### src/rtl/axi_ram_pkg.sv
// Shared types and helpers for the AXI4-Lite RAM controller slice.
package axi_ram_pkg;

    localparam int BYTE_BITS = 8;

    typedef enum logic [1:0] {
        OKAY   = 2'b00,
        SLVERR = 2'b10
    } resp_e;

    typedef enum logic [2:0] {
        IDLE,
        WR_ISSUE,
        WR_RESP,
        RD_ISSUE,
        RD_WAIT,
        RD_RESP
    } ctrl_state_e;

    // Byte-offset bits dropped from the AXI byte address to form a word address.
    function automatic int calc_off(input int data_width);
        return $clog2(data_width / BYTE_BITS);
    endfunction

endpackage

### src/rtl/axi_ram_rr_arb.sv
// Two-requester round-robin arbiter: write vs read. The pointer only moves
// when both request together, so an uncontended grant never shifts priority.
module axi_ram_rr_arb (
    input  logic aclk,
    input  logic aresetn,
    input  logic req_wr,
    input  logic req_rd,
    output logic grant_wr,
    output logic grant_rd
);

    logic rd_prio_reg;

    always_ff @(posedge aclk or negedge aresetn) begin
        if (!aresetn) begin
            rd_prio_reg <= 1'b0;
        end else if (req_wr && req_rd) begin
            rd_prio_reg <= !rd_prio_reg;
        end
    end

    always_comb begin
        grant_wr = req_wr && (!req_rd || !rd_prio_reg);
        grant_rd = req_rd && (!req_wr || rd_prio_reg);
    end

endmodule

### src/rtl/axi_lite_ram_ctrl.sv
// AXI4-Lite slave sequencing one RAM port, one transaction in flight at a time.
// Define AXI_RAM_SLVERR_EN to reject addresses with non-zero bits above the RAM range.
module axi_lite_ram_ctrl
    import axi_ram_pkg::*;
#(
    parameter int ADDR_WIDTH     = 3,
    parameter int DATA_WIDTH     = 8,
    parameter int AXI_ADDR_WIDTH = 12
) (
    input  logic                      aclk,
    input  logic                      aresetn,
    input  logic [AXI_ADDR_WIDTH-1:0] s_awaddr,
    input  logic                      s_awvalid,
    output logic                      s_awready,
    input  logic [DATA_WIDTH-1:0]     s_wdata,
    input  logic [DATA_WIDTH/8-1:0]   s_wstrb,
    input  logic                      s_wvalid,
    output logic                      s_wready,
    output logic [1:0]                s_bresp,
    output logic                      s_bvalid,
    input  logic                      s_bready,
    input  logic [AXI_ADDR_WIDTH-1:0] s_araddr,
    input  logic                      s_arvalid,
    output logic                      s_arready,
    output logic [DATA_WIDTH-1:0]     s_rdata,
    output logic [1:0]                s_rresp,
    output logic                      s_rvalid,
    input  logic                      s_rready,
    output logic                      ram_en,
    output logic                      ram_we,
    output logic [ADDR_WIDTH-1:0]     ram_addr,
    output logic [DATA_WIDTH-1:0]     ram_din,
    input  logic [DATA_WIDTH-1:0]     ram_dout
);

    localparam int OFF    = calc_off(DATA_WIDTH);
    localparam int STRB_W = DATA_WIDTH / BYTE_BITS;

    ctrl_state_e               state_reg, state_next;
    logic                      rst_done_reg;
    logic                      aw_full_reg, w_full_reg, ar_full_reg;
    logic [AXI_ADDR_WIDTH-1:0] aw_addr_reg, ar_addr_reg;
    logic [DATA_WIDTH-1:0]     w_data_reg;
    logic [STRB_W-1:0]         w_strb_reg;
    logic                      err_reg, err_next;
    logic                      ram_en_reg, ram_en_next;
    logic                      ram_we_reg, ram_we_next;
    logic [ADDR_WIDTH-1:0]     ram_addr_reg, ram_addr_next;
    logic [DATA_WIDTH-1:0]     ram_din_reg, ram_din_next;
    logic                      bvalid_reg, bvalid_next;
    resp_e                     bresp_reg, bresp_next;
    logic                      rvalid_reg, rvalid_next;
    resp_e                     rresp_reg, rresp_next;
    logic [DATA_WIDTH-1:0]     rdata_reg, rdata_next;
    logic                      wr_clr, ar_clr;
    logic                      req_wr, req_rd, grant_wr, grant_rd;
    logic                      aw_err, ar_err;

    // Readies stay low while reset is held and for the release edge.
    assign s_awready = rst_done_reg && !aw_full_reg;
    assign s_wready  = rst_done_reg && !w_full_reg;
    assign s_arready = rst_done_reg && !ar_full_reg;

    assign s_bvalid = bvalid_reg;
    assign s_bresp  = bresp_reg;
    assign s_rvalid = rvalid_reg;
    assign s_rresp  = rresp_reg;
    assign s_rdata  = rdata_reg;
    assign ram_en   = ram_en_reg;
    assign ram_we   = ram_we_reg;
    assign ram_addr = ram_addr_reg;
    assign ram_din  = ram_din_reg;

`ifdef AXI_RAM_SLVERR_EN
    assign aw_err = |(aw_addr_reg >> (OFF + ADDR_WIDTH));
    assign ar_err = |(ar_addr_reg >> (OFF + ADDR_WIDTH));
`else
    // Upper address bits alias onto the RAM; they are held but never decoded.
    logic unused_addr_bits;
    assign unused_addr_bits = ^{aw_addr_reg, ar_addr_reg};
    assign aw_err = 1'b0;
    assign ar_err = 1'b0;
`endif

    assign req_wr = (state_reg == IDLE) && aw_full_reg && w_full_reg;
    assign req_rd = (state_reg == IDLE) && ar_full_reg;

    axi_ram_rr_arb u_arb (
        .aclk     (aclk),
        .aresetn  (aresetn),
        .req_wr   (req_wr),
        .req_rd   (req_rd),
        .grant_wr (grant_wr),
        .grant_rd (grant_rd)
    );

    always_ff @(posedge aclk or negedge aresetn) begin
        if (!aresetn) begin
            rst_done_reg <= 1'b0;
            aw_full_reg  <= 1'b0;
            w_full_reg   <= 1'b0;
            ar_full_reg  <= 1'b0;
            aw_addr_reg  <= '0;
            ar_addr_reg  <= '0;
            w_data_reg   <= '0;
            w_strb_reg   <= '0;
        end else begin
            rst_done_reg <= 1'b1;
            if (s_awvalid && s_awready) begin
                aw_full_reg <= 1'b1;
                aw_addr_reg <= s_awaddr;
            end else if (wr_clr) begin
                aw_full_reg <= 1'b0;
            end
            if (s_wvalid && s_wready) begin
                w_full_reg <= 1'b1;
                w_data_reg <= s_wdata;
                w_strb_reg <= s_wstrb;
            end else if (wr_clr) begin
                w_full_reg <= 1'b0;
            end
            if (s_arvalid && s_arready) begin
                ar_full_reg <= 1'b1;
                ar_addr_reg <= s_araddr;
            end else if (ar_clr) begin
                ar_full_reg <= 1'b0;
            end
        end
    end

    always_ff @(posedge aclk or negedge aresetn) begin
        if (!aresetn) begin
            state_reg    <= IDLE;
            err_reg      <= 1'b0;
            ram_en_reg   <= 1'b0;
            ram_we_reg   <= 1'b0;
            ram_addr_reg <= '0;
            ram_din_reg  <= '0;
            bvalid_reg   <= 1'b0;
            bresp_reg    <= OKAY;
            rvalid_reg   <= 1'b0;
            rresp_reg    <= OKAY;
            rdata_reg    <= '0;
        end else begin
            state_reg    <= state_next;
            err_reg      <= err_next;
            ram_en_reg   <= ram_en_next;
            ram_we_reg   <= ram_we_next;
            ram_addr_reg <= ram_addr_next;
            ram_din_reg  <= ram_din_next;
            bvalid_reg   <= bvalid_next;
            bresp_reg    <= bresp_next;
            rvalid_reg   <= rvalid_next;
            rresp_reg    <= rresp_next;
            rdata_reg    <= rdata_next;
        end
    end

    always_comb begin
        state_next    = state_reg;
        err_next      = err_reg;
        ram_en_next   = 1'b0;
        ram_we_next   = 1'b0;
        ram_addr_next = ram_addr_reg;
        ram_din_next  = ram_din_reg;
        bvalid_next   = bvalid_reg;
        bresp_next    = bresp_reg;
        rvalid_next   = rvalid_reg;
        rresp_next    = rresp_reg;
        rdata_next    = rdata_reg;
        wr_clr        = 1'b0;
        ar_clr        = 1'b0;
        case (state_reg)
            IDLE: begin
                if (grant_wr) begin
                    state_next    = WR_ISSUE;
                    err_next      = aw_err;
                    ram_en_next   = !aw_err;
                    ram_we_next   = !aw_err && (|w_strb_reg);
                    ram_addr_next = aw_addr_reg[OFF +: ADDR_WIDTH];
                    ram_din_next  = w_data_reg;
                end else if (grant_rd) begin
                    state_next    = RD_ISSUE;
                    err_next      = ar_err;
                    ram_en_next   = !ar_err;
                    ram_addr_next = ar_addr_reg[OFF +: ADDR_WIDTH];
                end
            end
            WR_ISSUE: begin
                wr_clr      = 1'b1;
                bvalid_next = 1'b1;
                bresp_next  = err_reg ? SLVERR : OKAY;
                state_next  = WR_RESP;
            end
            WR_RESP: begin
                if (s_bready) begin
                    bvalid_next = 1'b0;
                    state_next  = IDLE;
                end
            end
            RD_ISSUE: begin
                ar_clr     = 1'b1;
                state_next = RD_WAIT;
            end
            // RAM output becomes valid during this state; capture it on exit.
            RD_WAIT: begin
                rvalid_next = 1'b1;
                rdata_next  = err_reg ? '0 : ram_dout;
                rresp_next  = err_reg ? SLVERR : OKAY;
                state_next  = RD_RESP;
            end
            RD_RESP: begin
                if (s_rready) begin
                    rvalid_next = 1'b0;
                    state_next  = IDLE;
                end
            end
            default: state_next = IDLE;
        endcase
    end

endmodule
### config.mk
export PLATFORM = sky130hd
export DESIGN_NAME = axi_lite_ram_ctrl
export DESIGN_NICKNAME = d
export VERILOG_FILES = /design/src/rtl/axi_ram_pkg.sv /design/src/rtl/axi_ram_rr_arb.sv /design/src/rtl/axi_lite_ram_ctrl.sv
export SDC_FILE = /design/constraint.sdc
export NUM_CORES = 1
export LEC_CHECK = 0
export ABC_AREA = 1
export BUFFER_PORTS_ARGS = -buffer_cell sky130_fd_sc_hd__buf_2
export CAP_MARGIN = 20
export CELL_PAD_IN_SITES_DETAIL_PLACEMENT = 2
export CELL_PAD_IN_SITES_GLOBAL_PLACEMENT = 2
export CORE_UTILIZATION = 27
export DETAILED_ROUTE_END_ITERATION = 10
export PLACE_DENSITY_LB_ADDON = 0.1
export SYNTH_ARGS = -nofsm -noshare
export SYNTH_HDL_FRONTEND = slang
export SYNTH_SLANG_ARGS = --single-unit
### constraint.sdc
create_clock -name aclk -period 1.4 [get_ports aclk]
set_clock_uncertainty 0.05 [all_clocks]
set_input_delay 0.21 -clock aclk [delete_from_list [all_inputs] [get_ports aclk]]
set_output_delay 0.21 -clock aclk [all_outputs]
set_load 0.05 [all_outputs]
==> results of run 1 <==
[stage by stage]
stage	hold slack [ps]	setup slack, ps	instance area, sq um
after floorplan	-136	-18.4	1900
after detailed placement	169	34.9	2310
after global routing	87.8	-1.14	2500
final	91.2	59.2	2500
after global placement	169	48.7	2310
after CTS	80.3	3.43	2460
[cell type report]
cell class | count | area (sq um)
fillers | 752 | 4030
flip-flops and latches | 46 | 1150
multi-input cells | 135 | 691
repair buffers | 71 | 437
well taps | 77 | 96.3
clock buffers | 7 | 86.3
inverters | 10 | 37.5
clock inverters | 1 | 5.00
[cells by family (layout without fill, tap and decap cells)]
group | Yosys count | in the layout | synth area share, %
DFF | 46 | 46 | 61.4
xor gates and xnor gates | 1 | 1 | 0.467
buffers and inverters | 18 | 89 | 4.74
and+or+nand+nor | 117 | 117 | 27.1
muxes | 8 | 8 | 4.81
other | 2 | 5 | 0.401
AOI/OAI and AO/OA | 4 | 4 | 1.07
[path summary, 6_finish.rpt]
check,depth (start not counted),slack [ps],to
max,3,60,s_awready
min,3,90,w_data_reg[5]
max reg2reg,3,70,s_rdata[6]
min reg2reg,2,430,ar_addr_reg[1]
max in group asynchronous,3,690,s_rdata[3]
min in group asynchronous,3,360,s_rvalid
[critical path, cell delays in order, from the launching register on]
cell and delay, ps:
dfrtp_1 350, inv_2 80, nor2_4 180, buf_6 180
[repair_timing]
action / CTS / global route
resized for setup: 12 / 8
pin swaps: 2 / 5
endpoints found under the setup margin: 3 / 14
hold endpoints to repair: 46 / 0
hold buffers: 1 / 0
setup buffers: 2 / 3
[routing by layer]
metal / GRT usage, % / routed length, microns / up-vias
li1: - / - / 765
met1: 17.2 / 2110 / 751
met2: 24.7 / 2270 / 45
met3: 3.40 / 226 / 2
met4: 3.64 / 24 / 0
met5: 0 / 0 / -
[report_power, final]
| part | total [W] | internal (W) | switching [W] |
|---|---|---|---|
| Sequential | 0.00229 | 0.00193 | 0.000354 |
| Clock | 0.000851 | 0.000399 | 0.000451 |
| Combinational | 0.00302 | 0.000924 | 0.00210 |
| Total | 0.00616 | 0.00326 | 0.00291 |
[cells in the final DEF, fill, tap and decap left out, drive strengths merged, types with 5 or more instances in the layout]
master,n
buf,70
clkbuf,7
conb,5
dfrtp,46
inv,10
mux2,8
nand2,74
nand3,29
nand4,5
nor2,9
==> flow_metrics.env, run 1 <==
export IMPL_wl_per_cell_microns=13.3
export IMPL_synth_top_area_share_pct=61.4
export IMPL_cp_max_fo=5
export IMPL_num_rows=29
export IMPL_end_kind="primary output"
export IMPL_synth_enable_flop_cells=0
export IMPL_ys_async_sr_fraction_pct=100
export IMPL_grt_first_pass_wirelength_microns=8000
export IMPL_syn_area_per_cell_sq_um=9.56
export IMPL_synth_most_common_cell="nand2_1"
export IMPL_status="completed"
export IMPL_antenna_left=0
export IMPL_max_cap_violations=0
export IMPL_worstSetupStartpointType="register"
export IMPL_crit_path_start="rst_done_reg"
export IMPL_portBuffers=55
export IMPL_max_clock_path_buffers=2
export IMPL_fin_crit_sh_pct=95.8
export IMPL_cts_buffers=5
export IMPL_ir_drop_mv=0.595
export IMPL_grt_antenna_before_repair=0
export IMPL_hold_start="s_wdata[5]"
export IMPL_diodes=0
export IMPL_synth_area_leaders="dfrtp_1 (61%), nand2_1 (15%), nand3_1 (7.5%)"
export IMPL_globalplace_congestion=0.682
export IMPL_wl_microns=4630
export IMPL_grt_usage_pct=14.0
export IMPL_io_pins=78
export IMPL_finalHoldViolations=0
export IMPL_htree_levels=2
export IMPL_yosys_warnings=0
export IMPL_p_leak_nw=1.35
export IMPL_r2r_start="state_reg[1]"
export IMPL_finalNetCount=317
export IMPL_area_growth_pct=33.6
export IMPL_ys_seq_area_share_pct=61.4
export IMPL_final_cells=347
export IMPL_die_height_microns=85.3
export IMPL_yosys_register_bits=46
export IMPL_syn_cell_area_sq_um=1870
export IMPL_post_route_util_pct=38.4
export IMPL_dieArea_sq_um=7280
export IMPL_viasPerCell=4.50
export IMPL_drive_above_1_share_pct=37.0
export IMPL_vias=1563
export IMPL_route_detailed_drc=0
export IMPL_grt_pass1_vias=1726
export IMPL_powerDensity_nw_per_um2=2460
export IMPL_yosysTopAreaCell="dfrtp_1"
export IMPL_hp_class="in -> reg"
export IMPL_drt_first_pass_iters=4
export IMPL_cp_required_ps=1140
export IMPL_power_w=0.00616
export IMPL_cts_sinks=46
export IMPL_timing_final_crit_period_ps=1340
export IMPL_synth_cell_types=18
export IMPL_drtIter0Drc=36
export IMPL_start_util_pct=28.7
export IMPL_insertion_delay_ps=290
export IMPL_dpl_hpwl_microns=3360
export IMPL_tns_ps=0
export IMPL_slew_viol_final=0
export IMPL_finalSetupViolCount=0
export IMPL_dpl_cell_count=334
export IMPL_coreArea_sq_um=6530
export IMPL_ys_flop_type="dfrtp_1"
export IMPL_cts_root_buf="clkbuf_8"
export IMPL_yosys_top_cells_count="nand2_1 (73), dfrtp_1 (46), nand3_1 (28), inv_1 (10), mux2_2 (8)"
export IMPL_criticalPathCategory="reg -> out"
export IMPL_grt_start_max_net_pins=47
export IMPL_max_freq_mhz=746
export IMPL_dieWidth_microns=85.3
export IMPL_synth_cells=196
export IMPL_arrival_ps=1080
export IMPL_cts_tree="done"
export IMPL_clkTransAtPathRegs_ps=90
export IMPL_overflow=0
(Power assumes the default switching activity.)
==> run 2, diff against run 1 <==
Settings changed: SYNTH_HIERARCHICAL from default to 1.
==> flow_metrics.env, run 2 <==
export IMPL_fin_crit_sh_pct=114
export IMPL_clkTransAtPathRegs_ps=80
export IMPL_r2r_start="state_reg[1]"
export IMPL_final_cell_mix="nand2_1 (66), buf_2 (52), dfrtp_1 (46)"
export IMPL_wl_microns=5150
export IMPL_hold_start="ram_dout[4]"
export IMPL_critPathBufInv=1
export IMPL_cp_required_ps=1540
export IMPL_antenna_left=0
export IMPL_syn_area_per_cell_sq_um=8.97
export IMPL_dpl_cell_count=381
export IMPL_die_height_microns=87.5
export IMPL_drtIter0Drc=32
export IMPL_finalHoldViolations=0
export IMPL_globalplace_congestion=0.720
export IMPL_cts_tree="done"
export IMPL_yosys_warnings=6
export IMPL_ys_flop_type="dfrtp_1"
export IMPL_syn_cell_area_sq_um=1970
export IMPL_portBuffers=55
export IMPL_io_pins=78
export IMPL_hold_end="s_rdata[4]"
export IMPL_max_cap_violations=0
export IMPL_violations="setup timing"
export IMPL_synth_top_area_share_pct=58.3
export IMPL_arrival_ps=1740
export IMPL_tns_ps=-2610
export IMPL_synth_cells=220
export IMPL_grt_pass1_vias=1834
export IMPL_final_common_cell="nand2_1"
export IMPL_max_freq_mhz=624
export IMPL_yosys_register_bits=46
export IMPL_grt_start_max_net_pins=47
export IMPL_powerDensity_nw_per_um2=2560
export IMPL_power_w=0.00711
export IMPL_diodes=0
export IMPL_cp_max_fo=13
export IMPL_criticalPathCategory="reg -> reg"
export IMPL_postPlaceCellArea_sq_um=2500
export IMPL_finalNetCount=352
export IMPL_worstSetupStartpointType="register"
export IMPL_timing_final_crit_period_ps=1600
export IMPL_start_util_pct=28.4
export IMPL_dieArea_sq_um=7650
export IMPL_worstPathCellList="nor2_4 -> nand2_4 -> nor3_4 -> a21boi_4 -> buf_12 -> nand2_8 -> nand2_1 -> o21ai_2"
export IMPL_finalSetupViolCount=16
export IMPL_grt_first_pass_wirelength_microns=8750
export IMPL_end_kind="register"
export IMPL_final_area_sq_um=2780
export IMPL_htree_levels=2
export IMPL_insertion_delay_ps=290
export IMPL_coreArea_sq_um=6940
export IMPL_grt_antenna_before_repair=0
export IMPL_slew_viol_final=0
export IMPL_p_leak_nw=1.49
export IMPL_cts_root_buf="clkbuf_8"
export IMPL_hp_class="in -> reg"
export IMPL_rsz0062_at_grt="yes"
export IMPL_rr_endpoint="ram_din[4]"
export IMPL_yosys_top_cells_count="nand2_1 (67), dfrtp_1 (46), nand3_1 (21), inv_1 (19), nor2_1 (17)"
export IMPL_drt_first_pass_iters=4
export IMPL_ys_seq_area_share_pct=58.3
export IMPL_synth_area_leaders="dfrtp_1 (58%), nand2_1 (13%), nand3_1 (5.3%)"
export IMPL_max_clock_path_buffers=2
export IMPL_final_cells=400
export IMPL_wl_per_cell_microns=12.9
export IMPL_cts_buffers=5
export IMPL_viasPerCell=4.35
export IMPL_yosysTopAreaCell="dfrtp_1"
export IMPL_ys_async_sr_fraction_pct=100
export IMPL_cts_sinks=46
export IMPL_synth_cell_types=22
export IMPL_area_growth_pct=40.7
export IMPL_grt_usage_pct=15.0
export IMPL_worst_path_max_delay_cell="dfrtp_1"
export IMPL_overflow=0
export IMPL_reg2reg_slack_ps=-200
export IMPL_cp_top_family="simple AND/OR/NAND/NOR gates"
export IMPL_whs_path_depth=3
export IMPL_worst_slack_ps=-203
export IMPL_status="finished with violations"
export IMPL_max_stage_delay_ps=410
export IMPL_synth_most_common_cell="nand2_1"
export IMPL_vias=1740
export IMPL_synth_enable_flop_cells=0
export IMPL_num_rows=30
export IMPL_r2r_cells=8
export IMPL_drive_above_1_share_pct=38.2
export IMPL_route_detailed_drc=0
export IMPL_dieWidth_microns=87.5
export IMPL_dpl_hpwl_microns=3760
export IMPL_ir_drop_mv=0.790
[run 2: area by class of cell]
cell class / instances / area, sq um
Fill cell: 810 / 4170
Clock inverter: 1 / 30.0
Multi-Input combinational cell: 148 / 768
Inverter: 21 / 81.3
Clock buffer: 6 / 82.6
Sequential cell: 46 / 1150
Timing Repair Buffer: 82 / 543
Tap cell: 96 / 120
[run 2: worst max-delay path by stage]
stage / from / endpoint / slack [ps] / depth (start not counted)
after global placement: state_reg[1] / ram_addr[1] / -220 / 9
after global routing: state_reg[1] / ram_addr[1] / -300 / 9
after detailed placement: state_reg[1] / ram_addr[1] / -270 / 9
final: state_reg[1] / ram_din[4] / -200 / 8
after CTS: state_reg[1] / ram_din[4] / -220 / 8
after floorplan: state_reg[1] / ram_addr[0] / -220 / 9
[run 2: cells by family after synthesis]
logic type	Yosys count	synth area share, %
compound gates	25	7.67
simple gates	118	26.6
other cells	2	0.381
flops	46	58.3
buf+inv	29	6.98
[run 2: per-stage QoR]
step	setup slack (ps)	hold WS (ps)	util [%]
floorplan	-224	-136	-
global placement	-223	168	36.0
detailed placement	-268	167	36.0
CTS	-225	91.5	39.3
global route	-304	104	40.0
finish	-203	103	40.0
[run 2: where the power goes]
part           switching (W)  internal, W  leakage [nW]  total (W)
sequential          0.000309      0.00195         0.557    0.00226
clock               0.000417     0.000571        0.0573   0.000988
combinational        0.00260      0.00127         0.878    0.00387
total                0.00333      0.00378          1.49    0.00711
[run 2: what timing repair did]
action / CTS / global route
hold endpoints to repair: 46 / 0
hold buffers: 1 / 0
gates resized for setup: 17 / 6
pin swaps: 6 / 2
setup buffers: 7 / 5
endpoints found under the setup margin: 18 / 26
[run 2: layer usage]
| layer | global-route usage (%) | vias up | wire length, microns |
|---|---|---|---|
| met5 | 0 | - | 0 |
| li1 | - | 847 | - |
| met1 | 18.4 | 858 | 2190 |
| met4 | 4.02 | 0 | 41 |
| met2 | 26.8 | 31 | 2770 |
| met3 | 2.65 | 4 | 150 |
[run 2: worst register-to-register path: stages (launching register included)]
cell	delay [ps]
dfrtp_1	410
nor2_4	150
nand2_4	80
nor3_4	140
a21boi_4	270
buf_12	170
nand2_8	90
nand2_1	90
o21ai_2	50
==> run 3, diff against run 2 <==
Settings changed: SKIP_CTS_REPAIR_TIMING from default to 1.
==> flow_metrics.env, run 3 (synthesis gave the netlist of run 2 again) <==
export IMPL_status="finished with violations"
export IMPL_violations="setup timing"
export IMPL_drive_above_1_share_pct=36.9
export IMPL_finalNetCount=349
export IMPL_grt_pass1_vias=1785
export IMPL_hp_class="in -> reg"
export IMPL_grt_start_max_net_pins=47
export IMPL_portBuffers=55
export IMPL_wl_per_cell_microns=12.6
export IMPL_overflow=0
export IMPL_cp_max_fo=5
export IMPL_area_growth_pct=38.3
export IMPL_grt_first_pass_wirelength_microns=8340
export IMPL_antenna_left=0
export IMPL_max_freq_mhz=613
export IMPL_grt_usage_pct=14.2
export IMPL_worstSetupStartpointType="register"
export IMPL_grt_antenna_before_repair=0
export IMPL_insertion_delay_ps=290
export IMPL_drt_first_pass_iters=3
export IMPL_power_w=0.00699
export IMPL_ir_drop_mv=0.767
export IMPL_arrival_ps=1770
export IMPL_max_clock_path_buffers=2
export IMPL_final_cell_mix="nand2_1 (67), buf_2 (52), dfrtp_1 (46)"
export IMPL_dieArea_sq_um=7650
export IMPL_dpl_hpwl_microns=3760
export IMPL_fin_crit_sh_pct=117
export IMPL_cts_sinks=46
export IMPL_powerDensity_nw_per_um2=2560
export IMPL_slew_viol_final=0
export IMPL_tns_ps=-2970
export IMPL_finalHoldViolations=0
export IMPL_crit_path_start="state_reg[2]"
export IMPL_cts_tree="done"
export IMPL_route_detailed_drc=0
export IMPL_dieWidth_microns=87.5
export IMPL_htree_levels=2
export IMPL_criticalPathCategory="reg -> reg"
export IMPL_coreArea_sq_um=6940
export IMPL_die_height_microns=87.5
export IMPL_crit_end="ram_addr[2]"
export IMPL_r2r_cells=10
export IMPL_fillers=820
export IMPL_r2r_start="state_reg[2]"
export IMPL_final_common_cell="nand2_1"
export IMPL_finalSetupViolCount=15
export IMPL_rr_endpoint="ram_addr[2]"
export IMPL_start_util_pct=28.4
export IMPL_vias=1725
export IMPL_viasPerCell=4.35
export IMPL_cts_root_buf="clkbuf_8"
export IMPL_io_pins=78
export IMPL_worst_slack_ps=-231
export IMPL_max_cap_violations=0
export IMPL_clkTransAtPathRegs_ps=80
export IMPL_rsz0062_at_grt="yes"
export IMPL_cp_required_ps=1540
export IMPL_drtIter0Drc=29
export IMPL_globalplace_congestion=0.720
export IMPL_diodes=0
export IMPL_timing_final_crit_period_ps=1630
export IMPL_p_leak_nw=1.46
export IMPL_cts_buffers=5
export IMPL_wl_microns=5020
export IMPL_num_rows=30
export IMPL_end_kind="register"
export IMPL_reg2reg_slack_ps=-230
[run 3: changes by cell type in the layout (fill, tap and decap cells not counted)]
| cell | change |
|---|---|
| nand2_1 | +1 |
| nand3_2 | -1 |
| buf_6 | -4 |
| nor2_4 | -1 |
| nor2_2 | +1 |
| o21ai_1 | -3 |
| buf_8 | +1 |
| nand2_4 | -1 |
| o21ai_0 | +3 |
| nand3_1 | +1 |
[run 3: per-layer routing]
layer  vias up  global-route usage (%)  part of all wire, %
li1        840                       -                    -
met1       850                    17.3                   42
met2        31                    25.3                   54
met3         4                    2.75                  3.2
met4         0                    4.02                 0.82
met5         -                       0                    0
[run 3: layout make-up]
class | count | area, sq um | share of cell area, %
Clock buffer | 6 | 82.6 | 3.03
Tap cell | 96 | 120 | 4.40
Inverter | 21 | 81.3 | 2.98
Multi-Input combinational cell | 148 | 751 | 27.5
Timing Repair Buffer | 79 | 513 | 18.8
Clock inverter | 1 | 30.0 | 1.10
Sequential cell | 46 | 1150 | 42.2
[run 3: how the worst min path moves through the flow]
| stage | to | depth (start not counted) | from |
|---|---|---|---|
| after floorplan | ar_addr_reg[0] | 0 | aresetn |
| after global routing | s_rdata[7] | 3 | ram_dout[7] |
| after detailed placement | ar_addr_reg[2] | 2 | aresetn |
| final | w_data_reg[1] | 3 | s_wdata[1] |
| after CTS | ar_addr_reg[2] | 2 | aresetn |
| after global placement | ram_addr[2] | 2 | aresetn |
[run 3: metrics by stage]
stage | utilization [%] | worst slack [ps] | hold WS (ps) | cell area [sq um] | std cells
global route | 39.3 | -339 | 102 | 2730 | 397
floorplan | - | -224 | -136 | 2020 | 223
detailed placement | 36.0 | -268 | 167 | 2500 | 381
finish | 39.3 | -231 | 104 | 2730 | 397
global placement | 36.0 | -223 | 168 | 2500 | 381
CTS | 37.6 | -285 | -159 | 2610 | 388
[run 3: critical path, stage by stage (launching register included)]
cell and delay (ps):
dfrtp_1 410, nor2_4 140, nand2_4 80, nor3_4 190, buf_4 140, a21boi_2 50, nor2_2 180, nor2_4 70
buf_4 130, nand2_1 40, nand2_1 40
[run 3: power by group]
group / switching, W / internal, W
Combinational: 0.00255 / 0.00119
Clock: 0.000417 / 0.000571
Sequential: 0.000304 / 0.00195
